[config.mk]
export PLATFORM = sky130hd
export DESIGN_NAME = bus_rw_master
export DESIGN_NICKNAME = d
export VERILOG_FILES = /design/src/rtl/bus_rw_master.sv
export SDC_FILE = /design/constraint.sdc
export NUM_CORES = 1
export LEC_CHECK = 0
export ABC_AREA = 1
export CORE_MARGIN = 2
export CORE_UTILIZATION = 30
export CTS_CLUSTER_DIAMETER = 60
export DETAILED_ROUTE_END_ITERATION = 16
export SKIP_LAST_GASP = 1
export SYNTH_ARGS = -nofsm -noshare
export SYNTH_HDL_FRONTEND = slang
export SYNTH_SLANG_ARGS = --single-unit
[constraint.sdc]
create_clock -name clk -period 4.13 [get_ports clk]
set_input_delay 0.6195 -clock clk [delete_from_list [all_inputs] [get_ports clk]]
set_output_delay 0.6195 -clock clk [all_outputs]
set_load 0.01 [all_outputs]
[src/rtl/bus_rw_master.sv]
// Single-outstanding bus master: takes one read/write command, arbitrates for the
// bus, runs the transfer with a bounded rdy wait, and returns one response.
module bus_rw_master #(
  parameter int unsigned ADDR_W  = 8,
  parameter int unsigned DATA_W  = 8,
  parameter int unsigned MODE_W  = 2,
  parameter int unsigned TIMEOUT = 16
) (
  input  logic              clk,
  input  logic              rst_n,
  input  logic              cmd_valid,
  output logic              cmd_ready,
  input  logic              cmd_write,
  input  logic [ADDR_W-1:0] cmd_addr,
  input  logic [DATA_W-1:0] cmd_wdata,
  input  logic [MODE_W-1:0] cmd_mode,
  output logic              req,
  input  logic              gnt,
  output logic              start,
  output logic [ADDR_W-1:0] addr,
  output logic [MODE_W-1:0] mode,
  output logic              we,
  output logic [DATA_W-1:0] wdata,
  input  logic [DATA_W-1:0] rdata,
  input  logic              rdy,
  output logic              rsp_valid,
  input  logic              rsp_ready,
  output logic [DATA_W-1:0] rsp_rdata,
  output logic              rsp_err
);

  localparam int unsigned CNT_W = $clog2(TIMEOUT + 1);
  localparam logic [CNT_W-1:0] CNT_LAST = CNT_W'(TIMEOUT - 1);

  typedef enum logic [2:0] {IDLE, REQ, START, WAIT, RESP} state_t;

  state_t             state_q, state_d;
  logic [CNT_W-1:0]   cnt_q, cnt_d;
  logic               lat_write_q, lat_write_d;
  logic [ADDR_W-1:0]  lat_addr_q, lat_addr_d;
  logic [DATA_W-1:0]  lat_wdata_q, lat_wdata_d;
  logic [MODE_W-1:0]  lat_mode_q, lat_mode_d;

  logic               cmd_ready_d, req_d, start_d, we_d, rsp_valid_d, rsp_err_d;
  logic [ADDR_W-1:0]  addr_d;
  logic [MODE_W-1:0]  mode_d;
  logic [DATA_W-1:0]  wdata_d, rsp_rdata_d;
  logic               bus_active;

  // State, timeout counter and latched command
  always_ff @(posedge clk or negedge rst_n) begin
    if (!rst_n) begin
      state_q     <= IDLE;
      cnt_q       <= '0;
      lat_write_q <= 1'b0;
      lat_addr_q  <= '0;
      lat_wdata_q <= '0;
      lat_mode_q  <= '0;
    end else begin
      state_q     <= state_d;
      cnt_q       <= cnt_d;
      lat_write_q <= lat_write_d;
      lat_addr_q  <= lat_addr_d;
      lat_wdata_q <= lat_wdata_d;
      lat_mode_q  <= lat_mode_d;
    end
  end

  // Next state, plus next output values decoded from the next state so every
  // output is a flop that lines up with the state it belongs to
  always_comb begin
    state_d     = state_q;
    cnt_d       = cnt_q;
    lat_write_d = lat_write_q;
    lat_addr_d  = lat_addr_q;
    lat_wdata_d = lat_wdata_q;
    lat_mode_d  = lat_mode_q;
    rsp_rdata_d = rsp_rdata;
    rsp_err_d   = rsp_err;

    unique case (state_q)
      IDLE: begin
        if (cmd_valid) begin
          lat_write_d = cmd_write;
          lat_addr_d  = cmd_addr;
          lat_wdata_d = cmd_wdata;
          lat_mode_d  = cmd_mode;
          state_d     = REQ;
        end
      end
      REQ: begin
        if (gnt) state_d = START;
      end
      START: begin
        cnt_d   = '0;
        state_d = WAIT;
      end
      WAIT: begin
        // rdy takes priority over a timeout firing on the same cycle
        if (rdy) begin
          rsp_err_d   = 1'b0;
          rsp_rdata_d = lat_write_q ? '0 : rdata;
          state_d     = RESP;
        end else if (cnt_q == CNT_LAST) begin
          rsp_err_d   = 1'b1;
          rsp_rdata_d = '0;
          state_d     = RESP;
        end else begin
          cnt_d = cnt_q + CNT_W'(1);
        end
      end
      RESP: begin
        if (rsp_ready) begin
          rsp_err_d   = 1'b0;
          rsp_rdata_d = '0;
          state_d     = IDLE;
        end
      end
      default: state_d = IDLE;
    endcase

    bus_active  = (state_d == START) || (state_d == WAIT);
    cmd_ready_d = (state_d == IDLE);
    req_d       = (state_d == REQ) || bus_active;
    start_d     = (state_d == START);
    rsp_valid_d = (state_d == RESP);
    addr_d      = bus_active ? lat_addr_d  : '0;
    mode_d      = bus_active ? lat_mode_d  : '0;
    we_d        = bus_active ? lat_write_d : 1'b0;
    wdata_d     = bus_active ? lat_wdata_d : '0;
  end

  // Registered outputs
  always_ff @(posedge clk or negedge rst_n) begin
    if (!rst_n) begin
      cmd_ready <= 1'b1;
      req       <= 1'b0;
      start     <= 1'b0;
      addr      <= '0;
      mode      <= '0;
      we        <= 1'b0;
      wdata     <= '0;
      rsp_valid <= 1'b0;
      rsp_rdata <= '0;
      rsp_err   <= 1'b0;
    end else begin
      cmd_ready <= cmd_ready_d;
      req       <= req_d;
      start     <= start_d;
      addr      <= addr_d;
      mode      <= mode_d;
      we        <= we_d;
      wdata     <= wdata_d;
      rsp_valid <= rsp_valid_d;
      rsp_rdata <= rsp_rdata_d;
      rsp_err   <= rsp_err_d;
    end
  end

endmodule

==> reports/qor.txt <==
outcome -> completed
Yosys top cell area share -> 60.5%
Worst-path clk slew -> 60 ps
Total GRT Usage -> 12.5%
Clk pwr share -> 26.1%
row count -> 32
Final Non-Filler Cells -> 424
full die area -> 8730 um^2
final worst-path cycle share -> 51.4%
filler instances -> 748
most frequent cells in the layout -> nand2_1 (96), clkdlybuf4s50_1 (63), dfrtp_1 (58), inv_2 (20), nand3_1 (11)
crit start category -> input port
share of cells above drive strength 1 -> 18.3%
Cells after DPL -> 408
first-pass GRT wire length -> 8330 um
DIE WIDTH -> 93.4 um
max cap viols -> 0
PortBufs -> 64
Int Pwr -> 1.64 mW
Buf+Inv Stages, Crit Path -> 1
Worst setup EP type -> flop
Place WS -> 1650 ps
Max FO, Critical Path -> 22
leading post-synthesis cells by cell area -> dfrtp_1 (60%), nand2_1 (15%), o21ai_2 (3.3%), inv_2 (3.1%), nand4_1 (2.6%)
vias in the first global route -> 1796
Initial Utilization -> 31.1%
Post-Syn Area per Cell -> 9.64 um^2
final hold vios -> 0
hold-fix buffers at CTS -> 0
data required time of the worst path -> 4340 ps
Reg area -> 1480 um^2
Crit Path Class -> in2reg
first-pass detailed-route iteration total -> 6
routability cong. -> 0.738
CTS Root Cell -> clkbuf_8
Setup WS post-layout -> 2010 ps
# DRC -> 0
post-CTS setup buffer count -> 0
H-tree depth -> 3
Syn-to-layout area delta -> 39.3%
initial antenna violation count -> 0
CTS max path bufs -> 2
drt total wl -> 4830 um
setup TNS -> 0 ps
CTS tree -> yes
n_diodes -> 0
Final nets -> 352
power density over the cells -> 730 nW/um^2
Pins Over Slew Limit -> 0
post-synthesis cell type count -> 25
Seq pwr share -> 37.5%
IO Pins -> 65
clock buffer count from CTS -> 9
Sw Pwr -> 0.802 mW
routed wire length per instance -> 11.4 um
CP delay by family, top -> simple AND/OR/NAND/NOR gates
Crit path arrival time -> 2340 ps
GR Overflow Total -> 0
mapped cell area -> 2400 um^2
worst setup path start -> rdy
most common cell after layout, fill and taps aside -> nand2_1
clock skew -> 8.13 ps
Clk Latency, worst-skew pair -> 330 ps
ANT nets after route -> 0
initial DRC count -> 125
die height -> 93.4 um
Sw Ratio -> 32.9%
largest net degree at the start of global routing -> 53
Setup Viol. Count Final -> 0
Hold Crit Class -> in2async
VDD IR max -> 0.370 mV
DR vias/cell -> 4.20
final instance area -> 3340 um^2
Post-Syn Nets -> 284
worst slew pin tran -> 810 ps
Core Box Area -> 7730 um^2
synth warn -> 0
unrepaired setup endpoints after global routing -> false
Max-Slew Margin vs Limit -> 45.9%
Fmax -> 0.471 GHz
via count -> 1780
Post-CTS Resized -> 0
Final min period -> 2120 ps
crit path cell chain -> clkdlybuf4s50_1 > nor2_4 > nand2_4 > nand3_2 > or2_1
# clock sinks -> 59
critical path's slowest cell -> clkdlybuf4s50_1
Yosys reg bits -> 59
DP Area -> 3100 um^2
cell count after synthesis -> 249
most area-hungry cell type in the Yosys netlist -> dfrtp_1
P_leak -> 1.70 nW
DP HPWL -> 3200 um
worst r2r src -> cnt_q[0]
register area share after synthesis -> 61.6%
combinational power share -> 36.4%
Multi-input gate area -> 729 um^2
Worst path max stage delay -> 720 ps
==> routing by layer <==
metal | global-route usage, % | vias up | share of wire [%]
met2 | 18.0 | 43 | 45
met1 | 16.7 | 822 | 48
met5 | 0 | - | 0
li1 | - | 905 | -
met4 | 6.00 | 0 | 1.6
met3 | 4.11 | 10 | 5.9
==> metrics by stage <==
stage,utilization [%],hold slack [ps],total power [mW]
after floorplan,-,324,1.46
after global placement,40.1,458,1.81
after detailed placement,40.1,461,1.82
after CTS,43.2,106,2.48
after global routing,43.2,111,2.63
final,43.2,117,2.44
==> worst paths after layout <==
check                                 end  slack, ps  cells after the start
min in group clk           lat_wdata_q[1]        470                      2
hold reg to reg            lat_wdata_q[1]        470                      2
setup reg to reg                      req       2090                      8
setup / recovery                      req       2010                      5
hold / removal                   wdata[1]        120                      1
max in group asynchronous         addr[5]       3130                      2
==> final cells by class <==
cell class                 instances  share of cell area (%)
clock inverter                     5                    3.00
tap                              102                    3.82
multi-input combinational        150                    21.8
sequential                        59                    44.2
clock buffer                      11                    4.23
inverter                          32                    3.67
timing repair buffer              65                    19.2
==> state kept, by name (all words and copies together), names as in the netlist <==
signal and cells:
addr 8, lat_addr_q 8, lat_wdata_q 8, rsp_rdata 8
wdata 8, cnt_q 5, state_q 3, lat_mode_q 2
mode 2, cmd_ready 1, lat_write_q 1, req 1
rsp_err 1, rsp_valid 1, start 1, we 1
==> cell families after synthesis <==
group,Yosys count,synth area share (%)
AND/OR/NAND/NOR,137,25.5
buffers and inverters,40,8.13
AO/OA/AOI/OAI,11,3.75
adder cells (fa/ha/maj),2,1.04
flip-flops,59,61.6
==> power groups by stage <==
stage / Combinational [mW] / Sequential [mW] / Clock [mW]
final: 0.888 / 0.914 / 0.638
after global placement: 0.892 / 0.923 / 0
after CTS: 0.904 / 0.918 / 0.657
after global routing: 1.01 / 0.941 / 0.681
after floorplan: 0.474 / 0.982 / 0
after detailed placement: 0.900 / 0.925 / 0
==> Yosys cell counts <==
master    number
nand2_2        4
nor3_1         1
nand2_1       96
inv_2         20
inv_1         10
buf_2          1
o22ai_1        1
ha_1           2
inv_4          1
nand3_2        2
dfrtp_1       58
o21ai_2        9
o21ai_0        1
nor2_1         6
nor2_4         2
nand3b_1       2
nor2_2         1
buf_6          4
buf_4          3
or2_1          1
clkinv_1       1
nand4_1       10
dfstp_2        1
nand2_4        1
nand3_1       11
Power figures use the tool's default switching activity.
